==> src/rtl/acc_cpu_pkg.sv <==
`default_nettype none
// ============================================================================
//  acc_cpu_pkg : opcodes and FSM state encoding for the accumulator CPU core
//  Rev 1.0
// ============================================================================
package acc_cpu_pkg;

    localparam logic [3:0] OP_NOP  = 4'h0;
    localparam logic [3:0] OP_LDI  = 4'h1;
    localparam logic [3:0] OP_ADDI = 4'h2;
    localparam logic [3:0] OP_SUBI = 4'h3;
    localparam logic [3:0] OP_ANDI = 4'h4;
    localparam logic [3:0] OP_ORI  = 4'h5;
    localparam logic [3:0] OP_XORI = 4'h6;
    localparam logic [3:0] OP_ST   = 4'h7;
    localparam logic [3:0] OP_LD   = 4'h8;
    localparam logic [3:0] OP_ADD  = 4'h9;
    localparam logic [3:0] OP_SUB  = 4'hA;
    localparam logic [3:0] OP_SHL  = 4'hB;
    localparam logic [3:0] OP_SHR  = 4'hC;
    localparam logic [3:0] OP_OUT  = 4'hD;
    localparam logic [3:0] OP_HLT  = 4'hE;
    localparam logic [3:0] OP_RSV  = 4'hF;

    typedef enum logic [1:0] {
        FETCH = 2'd0,
        EXEC  = 2'd1,
        HALT  = 2'd2
    } state_t;

endpackage
`default_nettype wire

==> src/rtl/acc_cpu_alu.sv <==
`default_nettype none
// ============================================================================
//  acc_cpu_alu : combinational ALU producing the next accumulator and carry
//  Rev 1.0
// ============================================================================
module acc_cpu_alu #(
    parameter int DW = 8
) (
    input  logic [3:0]    opcode,
    input  logic [DW-1:0] acc,
    input  logic [DW-1:0] operand,
    output logic [DW-1:0] result,
    output logic          carry,
    output logic          writes_acc
);
    import acc_cpu_pkg::*;

    logic [DW:0] w_sum;
    logic [DW:0] w_diff;

    // The extra top bit of the difference is exactly the unsigned borrow.
    assign w_sum  = {1'b0, acc} + {1'b0, operand};
    assign w_diff = {1'b0, acc} - {1'b0, operand};

    always_comb begin
        result     = acc;
        carry      = 1'b0;
        writes_acc = 1'b1;
        case (opcode)
            OP_LDI, OP_LD:   result = operand;
            OP_ADDI, OP_ADD: {carry, result} = w_sum;
            OP_SUBI, OP_SUB: {carry, result} = w_diff;
            OP_ANDI:         result = acc & operand;
            OP_ORI:          result = acc | operand;
            OP_XORI:         result = acc ^ operand;
            OP_SHL: begin
                result = {acc[DW-2:0], 1'b0};
                carry  = acc[DW-1];
            end
            OP_SHR: begin
                result = {1'b0, acc[DW-1:1]};
                carry  = acc[0];
            end
            default:         writes_acc = 1'b0;
        endcase
    end

endmodule
`default_nettype wire

==> src/rtl/acc_cpu_core.sv <==
`default_nettype none
// ============================================================================
//  acc_cpu_core : two-state fetch/execute accumulator CPU with register file
//  Rev 1.0
// ============================================================================
module acc_cpu_core #(
    parameter  int DW = 8,
    parameter  int RA = 2,
    localparam int IW = DW + 4
) (
    input  logic          clk,
    input  logic          Rst,
    input  logic [IW-1:0] instr_in,
    input  logic          instr_valid,
    output logic          instr_ready,
    output logic [DW-1:0] data_out,
    output logic          out_valid,
    output logic          flag_c,
    output logic          flag_z,
    output logic          halted
);
    import acc_cpu_pkg::*;

    localparam int NREG = 1 << RA;

    state_t        r_state;
    state_t        w_next;
    logic [IW-1:0] r_instr;
    logic [DW-1:0] r_acc;
    logic [DW-1:0] r_regs [NREG];

    logic [3:0]    w_opcode;
    logic [DW-1:0] w_imm;
    logic [RA-1:0] w_ridx;
    logic [DW-1:0] w_operand;
    logic [DW-1:0] w_result;
    logic          w_carry;
    logic          w_writes_acc;

    assign w_opcode  = r_instr[IW-1:DW];
    assign w_imm     = r_instr[DW-1:0];
    assign w_ridx    = w_imm[RA-1:0];
    assign w_operand = (w_opcode == OP_LD || w_opcode == OP_ADD || w_opcode == OP_SUB)
                       ? r_regs[w_ridx] : w_imm;

    acc_cpu_alu #(.DW(DW)) u_alu (
        .opcode     (w_opcode),
        .acc        (r_acc),
        .operand    (w_operand),
        .result     (w_result),
        .carry      (w_carry),
        .writes_acc (w_writes_acc)
    );

    always_comb begin
        w_next      = r_state;
        instr_ready = 1'b0;
        halted      = 1'b0;
        case (r_state)
            FETCH: begin
                instr_ready = 1'b1;
                if (instr_valid) w_next = EXEC;
            end
            EXEC:    w_next = (w_opcode == OP_HLT) ? HALT : FETCH;
            HALT:    halted = 1'b1;
            default: w_next = FETCH;
        endcase
    end

    always_ff @(posedge clk or posedge Rst) begin
        if (Rst) begin
            r_state   <= FETCH;
            r_instr   <= '0;
            r_acc     <= '0;
            flag_c    <= 1'b0;
            flag_z    <= 1'b1;
            data_out  <= '0;
            out_valid <= 1'b0;
            for (int i = 0; i < NREG; i++) r_regs[i] <= '0;
        end else begin
            r_state   <= w_next;
            out_valid <= 1'b0;
            if (r_state == FETCH && instr_valid) r_instr <= instr_in;
            // All architectural state changes happen only on the EXEC edge.
            if (r_state == EXEC) begin
                if (w_writes_acc) begin
                    r_acc  <= w_result;
                    flag_c <= w_carry;
                    flag_z <= (w_result == '0);
                end
                if (w_opcode == OP_ST) r_regs[w_ridx] <= r_acc;
                if (w_opcode == OP_OUT) begin
                    data_out  <= r_acc;
                    out_valid <= 1'b1;
                end
            end
        end
    end

endmodule
`default_nettype wire

==> config.mk <==
export PLATFORM = sky130hd
export DESIGN_NAME = acc_cpu_core
export DESIGN_NICKNAME = d
export VERILOG_FILES = /design/src/rtl/acc_cpu_pkg.sv /design/src/rtl/acc_cpu_alu.sv /design/src/rtl/acc_cpu_core.sv
export SDC_FILE = /design/constraint.sdc
export NUM_CORES = 1
export LEC_CHECK = 0
export BUFFER_PORTS_ARGS = -buffer_cell sky130_fd_sc_hd__buf_2
export CORE_ASPECT_RATIO = 0.7
export CORE_UTILIZATION = 49
export CTS_CLUSTER_DIAMETER = 150
export DETAILED_ROUTE_END_ITERATION = 8
export PLACE_DENSITY = 0.71
export SYNTH_ARGS = -nofsm -noshare
export SYNTH_HDL_FRONTEND = slang
export SYNTH_SLANG_ARGS = --single-unit
==> constraint.sdc <==
create_clock -name clk -period 9.3 [get_ports clk]
set_clock_uncertainty 0.05 [all_clocks]
set_input_delay 0.93 -clock clk [delete_from_list [all_inputs] [get_ports clk]]
set_output_delay 0.93 -clock clk [all_outputs]
set_load 0.005 [all_outputs]
Yosys cells after proc, flatten, opt, wreduce, memory -nomap -nowiden. Index checks and enable logic that the tools add are counted. W data, S select, Z words.

Bits in registers: 65. Bits of input ports: 15. Output and inout port bits: 13.

Magnitude comparators: 2. Bitwise operators: 5. Equality and inequality tests: 17. Add/subtract/negate cells: 2. Reduce and logical (&&, ||, !) cells: 14. Muxes and demuxes: 17.

Operator list (count): $pmux W8 S8 (1); $bwmux W32 (1); $mux W8 (4); $eq A4 B4 Y1 const B (7); $bmux W8 S2 (1); $demux W8 S2 (1); $eq A4 B3 Y1 const B (4); $reduce_or A11 Y1 (1); $add A8 B8 Y9 (1); $sub A8 B8 Y9 (1); $and A8 B8 Y8 (1); $eq A4 B2 Y1 const B (2); $logic_not A8 Y1 (1); $or A8 B8 Y8 (1); $reduce_and A2 Y1 (4); $xor A8 B8 Y8 (1); $pmux W2 S3 (1); $reduce_or A2 Y1 (3); $mux W1 (5); $eq A4 B1 Y1 const B (1); $mux W2 (2); $pmux W1 S4 (1); $ge A3 B3 Y1 const B (1); $lt A3 B1 Y1 const B (1); other kinds (8) (10).

Depth between registers and ports, before layout. Gate-level depths: netlist of the first run.

Depth after elaboration: 8. Depth in mapped cells: 15.

Hierarchy. Synthesis of the first run repeated with hierarchy kept, for this count alone.

Cell total of the unflattened synthesis: 402. Area, all modules: 4379.2 µm².

Modules (own cells, without submodules): acc_cpu_core (instances 1, sequential area each 1627.8 µm², cells an instance 181, area an instance 2864.0 µm²); acc_cpu_alu (instances 1, sequential area each 0.0 µm², cells an instance 221, area an instance 1515.2 µm²).

Worst setup path after synthesis of the first run. Ideal clock, no wire load.

Path kind: reg2reg. Start point: reg r_instr[0]. End point: reg flag_z. Buffers on the path: 2. Stages on the path, launching flop included: 16. Arrival: 3148 ps. Library setup time: 73 ps. Required time: 9177 ps. Slack: 6029 ps. Cell sequence: dfrtp_1 > buf_6 > clkbuf_1 > a31oi_1 > a41o_1 > inv_1 > ha_1 > inv_1 > fa_1 > nor4bb_1 > o311a_1 > nor4_1 > o221ai_1 > a2111oi_2 > and4_1 > o2bb2ai_1.

Cells in the longest elaborated chain, start to end: 8. Elaborated cells on any way between the ends: 12.

Ends and longest elaborated chain: start: declaration (RTL line acc_cpu_core.sv:28) `logic [IW-1:0] r_instr;`; start signal: assignment (RTL line acc_cpu_core.sv:83) `if (r_state == FETCH && instr_valid) r_instr <= instr_in;`; $not A2 Y3 (implied by the code) (RTL line acc_cpu_core.sv:44) `? r_regs[w_ridx] : w_imm;`; $bmux W8 S2 (RTL line acc_cpu_core.sv:44); $mux W8 (implied by the code) (2 in a row) (RTL line acc_cpu_core.sv:44); $mux W8 * (RTL line acc_cpu_core.sv:44); $sub A8 B8 Y9, or another cell as far along (RTL line acc_cpu_alu.sv:23) `assign w_diff = {1'b0, acc} - {1'b0, operand};`; $pmux W8 S8 * (RTL line acc_cpu_alu.sv:29) `case (opcode)`; $logic_not A8 Y1 * (RTL line acc_cpu_core.sv:89) `flag_z <= (w_result == '0);`; end signal: assignment (RTL line acc_cpu_core.sv:89); end: declaration (RTL line acc_cpu_core.sv:19) `output logic flag_z,`.

Every way passes the cells marked *; elsewhere a longest branch is shown, timed or not. The select of a mux whose other input is x is not followed. A chain may end at the register's enable or synchronous reset.

Final worst setup path of the first run.
Start point: reg r_instr[11]. End point: reg flag_z.

Cells in the longest elaborated chain, start to end: 7. Elaborated cells on any way between the ends: 27.

Ends and longest elaborated chain: $eq A4 B4 Y1 (RTL line acc_cpu_alu.sv:29, acc_cpu_core.sv:43); $logic_or A1 B1 Y1 (2 in a row) (RTL line acc_cpu_core.sv:43) `assign w_operand = (w_opcode == OP_LD || w_opcode == OP_ADD || w_opcode == OP_SUB)`; $mux W8 (RTL line acc_cpu_core.sv:44); $sub A8 B8 Y9, or another cell as far along (RTL line acc_cpu_alu.sv:23); $pmux W8 S8 (RTL line acc_cpu_alu.sv:29); $logic_not A8 Y1 (RTL line acc_cpu_core.sv:89).

Parallel ways exist; a longest one is shown, timed or not.

==> run metrics, run 1 <==
status=finished, final reports clean; WL/cell=19.9 um; compound-cell area share of the yosys netlist=18.9%; total core area=0.00858 sq mm; CTS tree=done; top_reg_cell synth=dfrtp_1; DRC=0; Layout area overhead=10.2%; global placement routability congestion=0.937; YS warnings=0; initial antenna violation count=0; largest family of logic cells by synthesized area=compound AO/OA/AOI/OAI gates; Syn Nets=471; number of nets with antenna violations after routing=0; Post-Syn Area=0.00441 sq mm; Resized cells post-CTS=0; number of synthesized flops with an enable pin=0; vias per cell=6.23; global-route wire length before repair=17900 um; peak supply drop=0.000157 V; required time of the worst setup path=9.52 ns; fmax=0.228 GHz; Async SR Flop Fraction=100%; Cell Chain, Critical Path=nor2b_4 -> a31oi_1 -> a41o_1 -> inv_1 -> ha_1 -> inv_1 -> fa_1 -> nor3b_1 -> nor3_1 -> o221a_1 -> o2111ai_2 -> a2111oi_2 -> and4_1 -> o2bb2ai_1; adder-cell share of the synthesized area=8.00%; nets=484; grt ovf=0; Netlist cell types=75; Post-CTS Hold Fix Bufs=0; P_leak=2.19 nW; vias in the first global route=3307; DPL Wire Length=8000 um; Mapped Cells=429; Port Buffers=27; Root Buffer=clkbuf_16; Vias=3535; filler instances=741; I/O Pins=28; post-synthesis xor/xnor area fraction=0.596%; CP max-delay cell=dfrtp_1; Max FO, Critical Path=25; Placed Cells=551; crit end category=flop; Antenna Cells=0; Reg clk slew, reported paths=0.06 ns; final wirelength=11300 um; Worst EP arrival=4.61 ns; slew at the pin closest to its max-slew limit=0.942 ns; Synth Register Bits=65; later-pin clock latency in the skew report=0.34 ns; post-synthesis simple-gate area fraction=13.1%; die area=0.00939 sq mm; Place WS=5.02 ns; largest net degree at the start of global routing=66; slew margin rel.=36.7%; RSZ-0062 raised after global routing=no; DR iter-0 viols=318; die extent in x=115 um; setup ws final=4.91 ns; CP Launch Type=flop; final std cells w/o fill=567; Design Power=0.00170 W; final hold vios=0; final setup vio count=0; Maximum Capacitance Violations=0; final period utilization=47.2%; Num CTS Buffers=9; clock sinks=65; WS Path Type=reg -> reg; Initial Util=51.4%; Setup TNS=0 ns; mux share of post-synthesis cell area=16.2%; TritonRoute pass-1 iters=5; die height=81.4 um; PwrDens=350 mW/mm^2; synthesized area per cell=10.3 sq um; maximum buffer depth of the clock tree=2; hold crit path type=reg -> reg; gr usage total=25.7%; CTS H-tree depth=3; sequential fraction of the synthesis area=36.9%; Max Slew Vio Count=0; Period minus WS final=4.39 ns; share of cells above drive strength 1=26.6%; setup repair bufs after CTS=0; slowest stage delay, CP=0.87 ns; Site Rows=28; Worst path most repeated cell=inv_1
critical path: cells and delay by family (launching register included):
family,cells,cell delay [ns]
AO/OA/AOI/OAI,6,1.39
flip-flops,1,0.87
buffers and inverters,2,0.15
adder cells (fa/ha/maj),2,0.62
AND/OR/NAND/NOR,4,1.24
Yosys cell counts, types with 6 or more instances:
master / count / area share, %
mux2_2: 46 / 12
o21ai_0: 22 / 2.5
a221oi_1: 6 / 1.2
o22ai_1: 7 / 0.99
mux4_2: 6 / 3.1
nand2_1: 25 / 2.1
nor2_1: 21 / 1.8
mux2i_1: 6 / 1.4
clkbuf_1: 8 / 0.68
nor3_1: 8 / 0.91
dfrtp_1: 64 / 36
ha_1: 25 / 7.1
a21oi_1: 21 / 2.4
buf_2: 15 / 1.7
nand2b_1: 11 / 1.6
inv_1: 30 / 2.6
sequential cells by signal (all words and copies together), names as in the netlist:
| name | count |
|---|---|
| flag_c | 1 |
| flag_z | 1 |
| data_out | 8 |
| r_state | 2 |
| r_acc | 8 |
| r_regs | 32 |
| out_valid | 1 |
| r_instr | 12 |
worst paths after layout:
check / from / to / slack, ns / cells after the start
setup / recovery: r_instr[11] / flag_z / 4.91 / 14
hold / removal: flag_z / flag_z / 0.43 / 2
setup reg to reg: r_instr[11] / flag_z / 4.91 / 14
hold reg to reg: flag_z / flag_z / 0.43 / 2
max in group asynchronous: Rst / r_instr[11] / 7.88 / 3
min in group asynchronous: Rst / r_instr[4] / 0.78 / 3
kinds of logic (layout without fill, tap and decap cells):
family,count (synthesis),count (layout)
simple gates,104,104
mux,58,58
fa+ha+maj,27,27
flops,65,65
compound gates,113,113
xor+xnor,3,3
buf+inv,59,77
where the power goes:
part           total, W  leakage [nW]  switching [W]  internal (W)
logic          0.000857          1.22       0.000484      0.000373
clock network  0.000335         0.142       0.000122      0.000214
registers      0.000509         0.829       0.000122      0.000387
total           0.00170          2.19       0.000727      0.000974
cell usage in the layout, fill, tap and decap left out, types with 5 or more instances in the layout:
cell and instances:
a221oi_1 6, mux2i_1 6, buf_2 27, nor3_1 8
nand2_1 25, mux4_2 6, ha_1 25, o21ai_0 22
nor2_1 21, inv_1 29, mux2_2 46, clkbuf_16 9
o211ai_1 5, dfrtp_1 64, a21oi_1 21, o22ai_1 7
nand2b_1 11
metrics by stage:
step	area [sq um]	util (%)	hold WS [ns]
after CTS	4860	56.6	0.432
after detailed placement	4560	53.1	0.420
after floorplan	4410	-	0.395
after global placement	4560	53.1	0.412
after global routing	4860	56.6	0.454
final	4860	56.6	0.432
metal layers:
| metal | vias to the layer above | GRT usage, % | routed length [um] |
|---|---|---|---|
| li1 | 1617 | - | - |
| met4 | 0 | 7.01 | 145 |
| met1 | 1742 | 37.1 | 5320 |
| met5 | - | 0 | 0 |
| met2 | 160 | 38.0 | 4980 |
| met3 | 16 | 6.34 | 841 |
final cells by class:
cell class / count / area, sq um / area share, %
Clock inverter: 5 / 55.1 / 1.13
Timing Repair Buffer: 31 / 165 / 3.40
Inverter: 30 / 113 / 2.32
Multi-Input combinational cell: 305 / 2500 / 51.5
Clock buffer: 11 / 243 / 5.00
Tap cell: 120 / 150 / 3.09
Sequential cell: 65 / 1630 / 33.5
No activity file was read; power rests on OpenSTA's default activity.
==> inputs of run 2 (changes only) <==
Settings changed: PLACE_DENSITY 0.71 to 0.73.
Clock period 9.3 ns to 3.7 ns, I/O delays scaled along.
==> run 2 against run 1 <==
Effect of this change:
- die area stayed put
- count of clock-buffer cells in the layout down 1
- total power rose to 2.6 times the previous value
- sequential share of layout area shrank 0.86 points
- register-to-register slack worse by 4.8 ns
- utilization up 1.6 points
==> run metrics, run 2 (synthesized netlist as in run 1, its figures left out) <==
initial antenna violation count=0 (unchanged); Antenna Cells=0 (unchanged); most common cell after layout, fill and taps aside=dfrtp_1; post-route cell area=0.00499 sq mm (+2.8%); DP Area=0.00463 sq mm (+1.6%); vias in the first global route=3352 (+1.4%); Post-CTS Hold Fix Bufs=0 (unchanged); Num CTS Buffers=9 (unchanged); Setup TNS=0 ns (unchanged); Max Slew Vio Count=0 (unchanged); hold crit path type=in -> async; required time of the worst setup path=3.91 ns (-5.61 ns); maximum buffer depth of the clock tree=2 (unchanged); CP max-delay cell=dfrtp_2; die extent in x=115 um (unchanged); clock sinks=65 (unchanged); slew margin rel.=39.4% (+2.7 points); number of nets with antenna violations after routing=0 (unchanged); Maximum Capacitance Violations=0 (unchanged); Port Buffers=27 (unchanged); final period utilization=96.1% (+49 points); Cell Chain, Critical Path=mux2_2 -> a31oi_1 -> a41o_1 -> inv_1 -> ha_1 -> inv_1 -> fa_1 -> o21ai_0 -> o221a_1 -> o2111ai_2 -> a2111oi_4 -> and4_1 -> o2bb2ai_1; gr usage total=25.3% (-0.32 points); PwrDens=879 mW/mm^2 (+150%); final hold slack=0.166 ns (-0.265 ns); P_leak=2.25 nW (+2.9%); max reg flops=32 (unchanged); fmax=0.281 GHz (+23%); DR iter-0 viols=323 (+1.6%); Initial Util=51.4% (unchanged); die height=81.4 um (unchanged); filler instances=737 (-0.54%); grt ovf=0 (unchanged); final hold vios=0 (unchanged); nets=495 (+2.3%); Layout area overhead=13.2%; CP Launch Type=flop; Design Power=0.00439 W (+160%); final std cells w/o fill=578 (+1.9%); TritonRoute pass-1 iters=5 (unchanged); global placement routability congestion=0.991 (+5.7%); slew at the pin closest to its max-slew limit=0.904 ns (-0.0374 ns); Worst path most repeated cell=inv_1; CTS H-tree depth=3 (unchanged); Root Buffer=clkbuf_16; Vias=3581 (+1.3%); total core area=0.00858 sq mm (unchanged); Max FO, Critical Path=4 (-84%); slowest stage delay, CP=0.44 ns (-0.43 ns); final wirelength=11000 um (-2.4%); largest net degree at the start of global routing=45 (-32%); status=finished, final reports clean; Worst EP arrival=3.77 ns (-0.84 ns); Period minus WS final=3.56 ns (-0.833 ns); I/O Pins=28 (unchanged); RSZ-0062 raised after global routing=no; Site Rows=28 (unchanged); Placed Cells=561 (+1.8%); CTS tree=done; Biggest register=r_regs; global-route wire length before repair=17700 um (-1.2%); Reg clk slew, reported paths=0.06 ns (about the same); DPL Wire Length=8030 um (+0.39%); share of cells above drive strength 1=30.1% (+3.5 points); later-pin clock latency in the skew report=0.34 ns (about the same); largest registers=r_regs (32), r_instr (12); DRC=0 (unchanged); WL/cell=19.1 um (-4.3%); commonest non-fill, non-tap cells in the layout=dfrtp_1 (62), mux2_2 (46), inv_1 (29); final setup vio count=0 (unchanged); crit end category=flop; WS Path Type=reg -> reg; die area=0.00939 sq mm (unchanged); vias per cell=6.20 (-0.63%); peak supply drop=0.000415 V (+160%)
-- run 2: cell count changes in the layout (fill, tap and decap cells not counted), moves of 2 or more --
cell      before  now
dfrtp_2        0    2
dfrtp_1       64   62
clkinv_4       0    2
buf_4          4   15
-- run 2: final cells by class --
type | count | area (sq um) | area share, %
flip-flops and latches | 65 | 1630 | 32.7
well taps | 120 | 150 | 3.01
clock buffers | 10 | 239 | 4.79
multi-input cells | 305 | 2540 | 51.0
repair buffers | 42 | 248 | 4.96
inverters | 30 | 113 | 2.26
clock inverters | 6 | 67.6 | 1.35
-- run 2: final timing paths --
path	start	endpoint	slack (ns)	cells after the start
min in group clk	instr_in[11]	r_instr[11]	0.21	3
worst max register to register	r_instr[1]	flag_z	0.14	13
max in group asynchronous	Rst	r_instr[1]	2.59	3
worst min-delay path	Rst	r_regs[14]	0.17	2
worst min register to register	r_regs[2]	r_regs[2]	0.43	2
worst max-delay path	r_instr[1]	flag_z	0.14	13
-- run 2: per-layer routing --
layer	part of all wire (%)	vias to the layer above	track usage, %
li1	-	1634	-
met1	48	1768	37.4
met2	42	161	35.5
met3	7.6	18	6.72
met4	1.6	0	8.44
met5	0	-	0
-- run 2: what timing repair did --
action / in CTS / in global routing
setup endpoints to repair: 0 / 1
setup buffers: 0 / 1
gates resized for setup: 0 / 8
-- run 2: power by group --
part / switching [W] / internal [W] / total, W
logic: 0.00128 / 0.00102 / 0.00230
clock network: 0.000318 / 0.000540 / 0.000858
registers: 0.000257 / 0.000975 / 0.00123
total: 0.00186 / 0.00253 / 0.00439
-- run 2: critical path, delay by kind of cell, from the launching register on --
family	cells	cell delay (ns)
muxes	1	0.24
and+or+nand+nor	1	0.23
AOI/OAI and AO/OA	7	1.73
buffers and inverters	2	0.16
DFF	1	0.44
adders and majority gates	2	0.63
-- run 2: metrics by stage --
| step | setup slack [ns] | util (%) |
|---|---|---|
| after floorplan | 0.429 | - |
| after global placement | 0.219 | 54.0 |
| after detailed placement | 0.0879 | 54.0 |
| after CTS | 0.0934 | 57.6 |
| after global routing | 0.00604 | 58.2 |
| final | 0.143 | 58.2 |
==> inputs of run 3 (changes only) <==
Settings changed: CORE_MARGIN set to 8.
==> run 3 against run 2 <==
Effect of this change:
- global-route usage is 5.1 points lower
- combinational power hardly changed
- clock power is 14% higher
- die area is 31% higher
- count of clock-buffer cells in the layout is 1 lower
- fmax is 1.5% higher
- final area is 1.2% higher
- worst setup slack better by 0.054 ns
- cell count is 1.2% higher
==> run metrics, run 3 (synthesized netlist as in run 1, its figures left out) <==
status=finished, final reports clean; grt ovf=0 (unchanged); final wirelength=11800 um (+6.7%); slew margin rel.=37.8% (-1.6 points); final hold vios=0 (unchanged); required time of the worst setup path=3.91 ns (about the same); final period utilization=94.7% (-1.5 points); global placement routability congestion=0.952 (-3.9%); PwrDens=897 mW/mm^2 (+2.0%); Antenna Cells=0 (unchanged); final setup vio count=0 (unchanged); most common cell after layout, fill and taps aside=dfrtp_1; hold crit path type=in -> async; Num CTS Buffers=9 (unchanged); I/O Pins=28 (unchanged); slew at the pin closest to its max-slew limit=0.928 ns (+0.0234 ns); clock sinks=65 (unchanged); Worst EP arrival=3.71 ns (-0.06 ns); DPL Wire Length=8460 um (+5.3%); Setup TNS=0 ns (unchanged); TritonRoute pass-1 iters=5 (unchanged); share of cells above drive strength 1=30.8% (+0.67 points); gr usage total=20.2% (-5.1 points); Design Power=0.00453 W (+3.2%); total core area=0.00889 sq mm (+3.6%); WL/cell=20.1 um (+5.4%); die height=95.4 um (+17%); global-route wire length before repair=19300 um (+9.2%); Site Rows=29 (+3.6%); die extent in x=129 um (+12%); maximum buffer depth of the clock tree=2 (unchanged); Vias=3586 (+0.14%); largest registers=r_regs (32), r_instr (12); Storage cell area=0.00163 sq mm (about the same); CTS tree=done; Initial Util=49.6% (-1.8 points); initial antenna violation count=0 (unchanged); Biggest register=r_regs; Max FO, Critical Path=9 (+5); vias per cell=6.13 (-1.1%); DRC=0 (unchanged); Multi-input gate area=0.00254 sq mm (-0.15%); peak supply drop=0.000400 V (-3.6%); later-pin clock latency in the skew report=0.33 ns (about the same); RSZ-0062 raised after global routing=no; vias in the first global route=3550 (+5.9%); Max Slew Vio Count=0 (unchanged); Reg clk slew, reported paths=0.06 ns (about the same); DR iter-0 viols=361 (+12%); commonest non-fill, non-tap cells in the layout=dfrtp_1 (63), mux2_2 (46), inv_1 (29); P_leak=2.29 nW (+1.6%); fmax=0.286 GHz (+1.5%); Root Buffer=clkbuf_16; CP Launch Type=flop; nets=498 (+0.61%); Port Buffers=27 (unchanged); number of nets with antenna violations after routing=0 (unchanged); Post-CTS Hold Fix Bufs=0 (unchanged); WS Path Type=reg -> reg; max reg flops=32 (unchanged); die area=0.0123 sq mm (+31%); largest net degree at the start of global routing=38 (-16%); Maximum Capacitance Violations=0 (unchanged); filler instances=755 (+2.4%); Layout area overhead=14.6%; CTS H-tree depth=3 (unchanged); crit end category=flop; Period minus WS final=3.50 ns (-0.0540 ns)
run 3: cell count changes in the layout (fill, tap and decap cells not counted), sizes merged:
cell    previous run  this run
buf               42        45
clkinv             3         2
clkbuf            10         9
bufinv             1         3
run 3: cell type report:
class / instances / area share [%]
clock buffers: 9 / 4.46
clock inverters: 7 / 2.35
inverters: 30 / 2.23
well taps: 124 / 3.07
repair buffers: 45 / 5.35
flip-flops and latches: 65 / 32.2
multi-input cells: 305 / 50.3
run 3: final timing paths:
path / startpoint / end / slack (ns) / cells past startpoint
max: r_instr[9] / flag_z / 0.20 / 14
min: Rst / out_valid / 0.13 / 2
max reg2reg: r_instr[9] / flag_z / 0.20 / 14
min reg2reg: flag_z / flag_z / 0.44 / 2
max in group asynchronous: Rst / r_instr[9] / 2.71 / 3
min in group clk: instr_in[11] / r_instr[11] / 0.20 / 3
run 3: per-stage QoR:
step	area [sq um]	utilization, %	std cells	hold slack, ns	setup slack [ns]
after detailed placement	4650	52.4	567	0.427	0.151
after global routing	5050	56.8	585	0.212	0.0150
final	5050	56.8	585	0.127	0.197
after global placement	4650	52.4	567	0.413	0.165
after floorplan	4410	-	429	0.395	0.429
after CTS	5000	56.2	583	0.145	0.0985
run 3: what timing repair did:
item	in CTS	in global routing
endpoints found under the setup margin	0	2
buffers inserted	0	2
gates resized for setup	0	9
run 3: where the power goes:
group          internal, W  switching (W)  total, W
logic              0.00103        0.00130   0.00233
registers         0.000975       0.000253   0.00123
clock network     0.000657       0.000317  0.000974
total              0.00266        0.00187   0.00453
run 3: worst max-delay path: stages (launching register included):
cell       delay, ns
dfrtp_1         0.40
nand2_2         0.20
a31oi_1         0.11
a41o_1          0.26
inv_1           0.10
ha_1            0.17
inv_1           0.05
fa_1            0.43
nor4bb_1        0.17
o311a_1         0.37
nor4_2          0.20
o221ai_2        0.18
a2111oi_2       0.39
and4_1          0.24
o2bb2ai_1       0.11
run 3: per-layer routing:
metal	part of all wire [%]	vias to the layer above	track usage, %
met5	0	-	0
met3	8.4	12	5.53
met4	0.84	0	4.77
li1	-	1647	-
met2	44	174	30.3
met1	46	1753	28.6
